<file path="config.mk">
export PLATFORM = sky130hd
export DESIGN_NAME = alu_sequencer
export DESIGN_NICKNAME = d
export VERILOG_FILES = /design/src/rtl/alu_sequencer.sv
export SDC_FILE = /design/constraint.sdc
export NUM_CORES = 2
export LEC_CHECK = 0
export ABC_AREA = 1
export ABC_CLOCK_PERIOD_IN_PS = 5700
export BUFFER_PORTS_ARGS = -buffer_cell sky130_fd_sc_hd__buf_2
export CORE_MARGIN = 3
export CORE_UTILIZATION = 40
export DETAILED_ROUTE_END_ITERATION = 12
export GPL_ROUTABILITY_DRIVEN = 0
export PLACE_DENSITY = 0.54
export SLEW_MARGIN = 0
export SYNTH_ARGS = -nofsm -noshare
export SYNTH_HDL_FRONTEND = slang
export SYNTH_SLANG_ARGS = --single-unit
</file>
<file path="constraint.sdc">
create_clock -name clk -period 5.7 [get_ports clk]
set_input_delay 0.57 -clock clk [delete_from_list [all_inputs] [get_ports clk]]
set_output_delay 0.57 -clock clk [all_outputs]
set_load 0.05 [all_outputs]
</file>
<file path="src/rtl/alu_sequencer.sv">
// -----------------------------------------------------------------------------
// alu_sequencer
//
// Issues one RV32I ALU-class instruction at a time to an external ALU and
// writes the ALU result back into a local 32x32 register file.
// Each instruction takes three cycles: IDLE (accept) -> ISSUE -> WB -> IDLE.
//
// Ports
//   clk, rst      : clock and synchronous active-high reset
//   in_instr/pc   : instruction word and its address offered for issue
//   in_valid      : offer strobe
//   in_ready      : high only in IDLE; transfer on in_valid & in_ready
//   alu_instr     : latched instruction presented to the ALU
//   alu_op1/op2   : decoded operands
//   alu_pc        : latched instruction address
//   alu_enable    : one-cycle issue strobe (ISSUE cycle, legal only)
//   alu_result    : registered ALU result, valid in the WB cycle
//   retire        : one-cycle completion pulse (WB cycle)
//   illegal       : one-cycle pulse alongside retire for non-ALU encodings
//   dbg_raddr/... : combinational register-file read port
//
// Configuration macro
//   ALU_SEQUENCER_ILLEGAL_HALT_EN : when defined, an illegal instruction
//   parks the sequencer in HALT (in_ready low) until rst. When undefined an
//   illegal instruction retires as a NOP and the HALT state does not exist.
// -----------------------------------------------------------------------------
module alu_sequencer (
    input  logic        clk,
    input  logic        rst,
    input  logic [31:0] in_instr,
    input  logic [31:0] in_pc,
    input  logic        in_valid,
    output logic        in_ready,
    output logic [31:0] alu_instr,
    output logic [31:0] alu_op1,
    output logic [31:0] alu_op2,
    output logic [31:0] alu_pc,
    output logic        alu_enable,
    input  logic [31:0] alu_result,
    output logic        retire,
    output logic        illegal,
    input  logic [4:0]  dbg_raddr,
    output logic [31:0] dbg_rdata
);

    localparam logic [1:0] ST_IDLE  = 2'd0;
    localparam logic [1:0] ST_ISSUE = 2'd1;
    localparam logic [1:0] ST_WB    = 2'd2;
`ifdef ALU_SEQUENCER_ILLEGAL_HALT_EN
    localparam logic [1:0] ST_HALT  = 2'd3;
`endif

    localparam logic [6:0] OPC_OP    = 7'b0110011;
    localparam logic [6:0] OPC_OPIMM = 7'b0010011;
    localparam logic [6:0] OPC_LUI   = 7'b0110111;
    localparam logic [6:0] OPC_AUIPC = 7'b0010111;

    // Legality check of an instruction word for the ALU classes handled here.
    function automatic logic is_legal(input logic [31:0] ins);
        logic [6:0] f7;
        logic [2:0] f3;
        logic       ok;
        f7 = ins[31:25];
        f3 = ins[14:12];
        case (ins[6:0])
            OPC_OP: begin
                ok = (f7 == 7'h00) ||
                     ((f7 == 7'h20) && ((f3 == 3'b000) || (f3 == 3'b101)));
            end
            OPC_OPIMM: begin
                if (f3 == 3'b001) begin
                    ok = (f7 == 7'h00);
                end else if (f3 == 3'b101) begin
                    ok = (f7 == 7'h00) || (f7 == 7'h20);
                end else begin
                    ok = 1'b1;
                end
            end
            OPC_LUI, OPC_AUIPC: ok = 1'b1;
            default:            ok = 1'b0;
        endcase
        return ok;
    endfunction

    logic [1:0]  state_q,   state_d;
    logic [31:0] instr_q,   instr_d;
    logic [31:0] pc_q,      pc_d;
    logic [31:0] op1_q,     op1_d;
    logic [31:0] op2_q,     op2_d;
    logic        enable_q,  enable_d;
    logic        legal_q,   legal_d;
    logic        retire_q,  retire_d;
    logic        illegal_q, illegal_d;
    logic [31:0] rf_q [32];
    logic [31:0] rf_d [32];

    logic        dec_legal_s;
    logic [31:0] dec_op1_s;
    logic [31:0] dec_op2_s;
    logic [4:0]  wb_rd_s;

    assign wb_rd_s = instr_q[11:7];

    // Operand decode of the offered word. The register file cannot change
    // between acceptance and ISSUE (writes only happen leaving WB), so
    // decoding at acceptance yields the ISSUE-cycle operands as registers.
    always_comb begin
        dec_legal_s = is_legal(in_instr);
        dec_op1_s   = 32'd0;
        dec_op2_s   = 32'd0;
        case (in_instr[6:0])
            OPC_OP: begin
                dec_op1_s = rf_q[in_instr[19:15]];
                dec_op2_s = rf_q[in_instr[24:20]];
            end
            OPC_OPIMM: begin
                dec_op1_s = rf_q[in_instr[19:15]];
                dec_op2_s = {{20{in_instr[31]}}, in_instr[31:20]};
            end
            OPC_LUI, OPC_AUIPC: begin
                dec_op1_s = {in_instr[31:12], 12'd0};
                dec_op2_s = 32'd0;
            end
            default: begin
                dec_op1_s = 32'd0;
                dec_op2_s = 32'd0;
            end
        endcase
        if (!dec_legal_s) begin
            dec_op1_s = 32'd0;
            dec_op2_s = 32'd0;
        end else begin
            dec_op1_s = dec_op1_s;
        end
    end

    // Sequencer next-state, operand latch and register-file write logic.
    always_comb begin
        state_d   = state_q;
        instr_d   = instr_q;
        pc_d      = pc_q;
        op1_d     = op1_q;
        op2_d     = op2_q;
        legal_d   = legal_q;
        enable_d  = 1'b0;
        retire_d  = 1'b0;
        illegal_d = 1'b0;
        rf_d      = rf_q;
        case (state_q)
            ST_IDLE: begin
                if (in_valid) begin
                    instr_d  = in_instr;
                    pc_d     = in_pc;
                    op1_d    = dec_op1_s;
                    op2_d    = dec_op2_s;
                    legal_d  = dec_legal_s;
                    enable_d = dec_legal_s;
                    state_d  = ST_ISSUE;
                end else begin
                    state_d  = ST_IDLE;
                end
            end
            ST_ISSUE: begin
                // retire/illegal are registered, so they are set here to
                // be visible during the WB cycle.
                retire_d  = 1'b1;
                illegal_d = ~legal_q;
                state_d   = ST_WB;
            end
            ST_WB: begin
                if (legal_q && (wb_rd_s != 5'd0)) begin
                    rf_d[wb_rd_s] = alu_result;
                end else begin
                    rf_d[0] = 32'd0;
                end
`ifdef ALU_SEQUENCER_ILLEGAL_HALT_EN
                if (legal_q) begin
                    state_d = ST_IDLE;
                end else begin
                    state_d = ST_HALT;
                end
`else
                state_d = ST_IDLE;
`endif
            end
`ifdef ALU_SEQUENCER_ILLEGAL_HALT_EN
            ST_HALT: begin
                state_d = ST_HALT;
            end
`endif
            default: begin
                state_d = ST_IDLE;
            end
        endcase
    end

    // State, operand and register-file flops with synchronous reset.
    always_ff @(posedge clk) begin
        if (rst) begin
            state_q   <= ST_IDLE;
            instr_q   <= 32'd0;
            pc_q      <= 32'd0;
            op1_q     <= 32'd0;
            op2_q     <= 32'd0;
            enable_q  <= 1'b0;
            legal_q   <= 1'b0;
            retire_q  <= 1'b0;
            illegal_q <= 1'b0;
            for (int i = 0; i < 32; i++) begin
                rf_q[i] <= 32'd0;
            end
        end else begin
            state_q   <= state_d;
            instr_q   <= instr_d;
            pc_q      <= pc_d;
            op1_q     <= op1_d;
            op2_q     <= op2_d;
            enable_q  <= enable_d;
            legal_q   <= legal_d;
            retire_q  <= retire_d;
            illegal_q <= illegal_d;
            for (int i = 0; i < 32; i++) begin
                rf_q[i] <= rf_d[i];
            end
        end
    end

    assign in_ready   = (state_q == ST_IDLE);
    assign alu_instr  = instr_q;
    assign alu_op1    = op1_q;
    assign alu_op2    = op2_q;
    assign alu_pc     = pc_q;
    assign alu_enable = enable_q;
    // A reset arriving during WB abandons the instruction, so the completion
    // pulses are masked for that cycle just as the write is.
    assign retire     = retire_q & ~rst;
    assign illegal    = illegal_q & ~rst;
    assign dbg_rdata  = rf_q[dbg_raddr];

endmodule

</file>
==> parameters.txt <==
Parameter                              Value

Synth
  Yosys synthesis warning count ... 0
  Top post-synthesis cells by area ... sky130_fd_sc_hd__dfxtp_1, sky130_fd_sc_hd__o21ai_0, sky130_fd_sc_hd__a21oi_1
  Synthesized instance count ... 10400
  Total of flip-flops plus latches after synthesis ... 1158
  Part of the Yosys area used for sequential elements ... 0.349
  Post-Syn Nets ... 10500
  Number of distinct library cells after synthesis ... 24
  Yosys top cell by area ... sky130_fd_sc_hd__dfxtp_1
  Top-area cell type share of the netlist area ... 0.349
  Netlist area before placement ... 66400 um2
  Post-Syn Area per Cell ... 6.39 um2

STA
  Highest Clock Rate ... 238 MHz
  Final Hold Viols ... 0
  Transition time at the pin with the least slew margin ... 1300 ps
  Worst setup slack after layout ... 1490 ps
  Unrepaired setup endpoints after global routing ... no
  Post-layout minimum cycle time ... 4210 ps
  Period Utilization, post-route ... 0.738
  Final count of pins violating max slew ... 0
  Setup TNS ... 0 ps
  Maximum clock skew at final layout ... 25.2 ps
  Worst slew margin relative to its limit ... 0.133
  Final count of negative-setup-slack endpoints ... 0

Outcome
  Outcome ... finished, final reports clean

Finish
  Final design area excluding fillers ... 73700 um2
  Sequential standard cell area ... 23200 um2
  Share of cells above drive strength 1 ... 0.0760
  Most used cells in the layout excluding fill and tap cells ... sky130_fd_sc_hd__o21ai_0, sky130_fd_sc_hd__a21oi_1, sky130_fd_sc_hd__nand2_1
  FILL cells ... 17000
  Synth-to-Final Area Change ... 10.9%
  Nets ... 10000
  Combined area of the multi-input logic cells ... 36600 um2
  Most common library cell in the layout ignoring fill and taps ... sky130_fd_sc_hd__o21ai_0

Critical path
  Data required, critical path ... 5130 ps
  Element type at the critical path end ... output port
  R2R cell count ... 11
  Critical path startpoint category ... input pin
  Register-to-register path setup slack ... 2250 ps
  R2R Path Start ... alu_instr[8]
  Type of the worst setup path ... in -> out
  Worst reg2reg endpoint ... rf_q[880]
  Worst endpoint data arrival time ... 3640 ps
  Worst-path maximum fanout ... 142

Place
  Place WS ... 1600 ps
  Number of input and output port buffers inserted ... 267
  Post-Place Cell Area ... 68400 um2
  Dpl hpwl ... 182000 um

Route
  Avg Vias per Cell ... 6.23
  Routed vias ... 76300
  Routed length per instance ... 26.7 um
  Routed Wire Length ... 327000 um
  DR iter-0 viols ... 11100
  DRC violations left ... 0
  Post-route antenna net violation count ... 0
  First-pass detailed-route iteration total ... 7

Clock tree
  Inserted Clock Buffers ... 144
  Root Buffer Master ... sky130_fd_sc_hd__clkbuf_16
  CTS sink cnt ... 1158
  Number of resized instances in the post-cts repair step ... 0
  Number of buffers on the longest clock path ... 3
  Clock latency on the worst-skew pair ... 810 ps
  Total number of H-tree levels ... 4
  CTS clock-pin slew for the worst setup and hold paths ... 60 ps
  CTS Hold Bufs ... 24
  TritonCTS clock tree ... built
  Buffers inserted by post-CTS timing repair ... 0

Worst hold path
  Hold Crit Depth ... 3
  Terminating pin of the worst hold path ... alu_pc[14]
  Hold Crit Start ... in_pc[14]
  Path class of the lowest-slack min-delay path ... in -> reg

GRT
  Antenna violations before repair ... 25
  Overall track demand over capacity in global routing ... 0.366
  Wire length of the first global-routing pass ... 471000 um
  Residual overflow from global routing ... 0
  Largest net degree at the start of global routing ... 227
  Via count of the first global-routing pass ... 68600

Power and ir drop
  Total internal power ... 14.6 mW
  Flop pwr share ... 0.393
  Switching Power ... 6.13 mW
  Total power density per cell area ... 282 nW/um2
  Leakage component of the power ... 27.3 nW
  Worst-case vdd ir drop ... 0.331 mV
  Total Power Consumption ... 20.7 mW
  Switching share of power ... 0.296
  Combinational group share of total power ... 0.136
  Clk network pwr share ... 0.471

Die
  Y dimension of the die ... 414 um
  Die outline width ... 414 um
  Effective utilization at floorplan ... 0.405
  Floorplan die area ... 171000 um2
  IO Pins ... 268
  Area of the core region ... 164000 um2
  Number of rows created at floorplan ... 148

Job
  Max-Cap Viols ... 0
sequential cells by signal, summed over array words and instances, names as in the netlist, 2 cells and up:
| signal | cells |
|---|---|
| alu_instr | 32 |
| alu_op1 | 32 |
| alu_op2 | 32 |
| alu_pc | 32 |
| rf_q | 1024 |
| state_q | 2 |
cells in the mapped netlist:
library cell / count
sky130_fd_sc_hd__inv_1: 677
sky130_fd_sc_hd__buf_2: 48
sky130_fd_sc_hd__o21a_1: 2
sky130_fd_sc_hd__nor4_1: 1
sky130_fd_sc_hd__o21ai_0: 2222
sky130_fd_sc_hd__o211ai_1: 346
sky130_fd_sc_hd__nand2_1: 1232
sky130_fd_sc_hd__nor2_2: 21
sky130_fd_sc_hd__o22ai_1: 2
sky130_fd_sc_hd__clkinv_1: 29
sky130_fd_sc_hd__buf_1: 86
sky130_fd_sc_hd__a211oi_1: 64
sky130_fd_sc_hd__nor3_1: 26
sky130_fd_sc_hd__dfxtp_1: 1158
sky130_fd_sc_hd__a22oi_1: 13
sky130_fd_sc_hd__a21oi_1: 1892
sky130_fd_sc_hd__nand3_1: 1165
sky130_fd_sc_hd__nor2_1: 397
sky130_fd_sc_hd__inv_2: 15
sky130_fd_sc_hd__nor3_4: 1
sky130_fd_sc_hd__or2_2: 18
sky130_fd_sc_hd__clkbuf_1: 939
sky130_fd_sc_hd__a31oi_1: 43
sky130_fd_sc_hd__o221ai_1: 6
power groups by stage:
stage          clock network, mW  logic, mW  registers [mW]
6_report                    9.76       2.83            8.16
4_1_cts                     9.85       2.74            8.16
2_1_floorplan                  0       1.64            8.47
3_5_place_dp                   0       2.72            8.33
5_1_grt                     10.2       2.99            8.16
3_3_place_gp                   0       2.71            8.33
worst max-delay path, stage by stage:
cell and delay [ps]:
sky130_fd_sc_hd__buf_6 230, sky130_fd_sc_hd__inv_8 750, sky130_fd_sc_hd__buf_4 490, sky130_fd_sc_hd__o21ai_0 140, sky130_fd_sc_hd__o211ai_1 180, sky130_fd_sc_hd__nand3_1 140
sky130_fd_sc_hd__a22oi_1 560, sky130_fd_sc_hd__buf_2 400
cell type report:
cell class              instances  area share
clock buffers                 208      0.0574
multi-input cells            7451       0.497
diodes                          6    0.000204
flip-flops and latches       1158       0.315
inverters                     721      0.0377
clock inverters                59      0.0101
well taps                    2175      0.0369
repair buffers                466      0.0458
worst max path at each step:
stage                  from            end
2_1_floorplan  dbg_raddr[0]  dbg_rdata[17]
3_3_place_gp   dbg_raddr[1]  dbg_rdata[18]
3_5_place_dp   dbg_raddr[1]  dbg_rdata[18]
4_1_cts        dbg_raddr[1]  dbg_rdata[18]
5_1_grt        dbg_raddr[1]  dbg_rdata[18]
6_report       dbg_raddr[1]  dbg_rdata[11]
routing by layer:
layer / share of wire / vias to the layer above / wire [um] / track usage
met4: 0.072 / 14 / 23600 / 0.234
met5: 0.00025 / - / 83 / 0
met1: 0.40 / 35500 / 129000 / 0.478
li1: - / 35100 / - / -
met3: 0.11 / 977 / 36100 / 0.0762
met2: 0.42 / 4688 / 138000 / 0.548
logic make-up (layout without fill, tap and decap cells):
logic type | Yosys count | in the layout | synth area share
DFF | 1158 | 1158 | 0.349
AOI/OAI and AO/OA | 4590 | 4590 | 0.363
other | 0 | 6 | 0
and+or+nand+nor | 2861 | 2861 | 0.186
buffers and inverters | 1794 | 1454 | 0.102
stage by stage:
stage | std cells | hold slack, ps | utilization
after floorplan | 10400 | 423 | -
after global placement | 11900 | 454 | 0.418
after detailed placement | 11900 | 456 | 0.418
after CTS | 12200 | 0.112 | 0.449
after global routing | 12200 | 30.1 | 0.449
final | 12200 | 38.5 | 0.450
No activity file was read; power rests on OpenSTA's default activity.
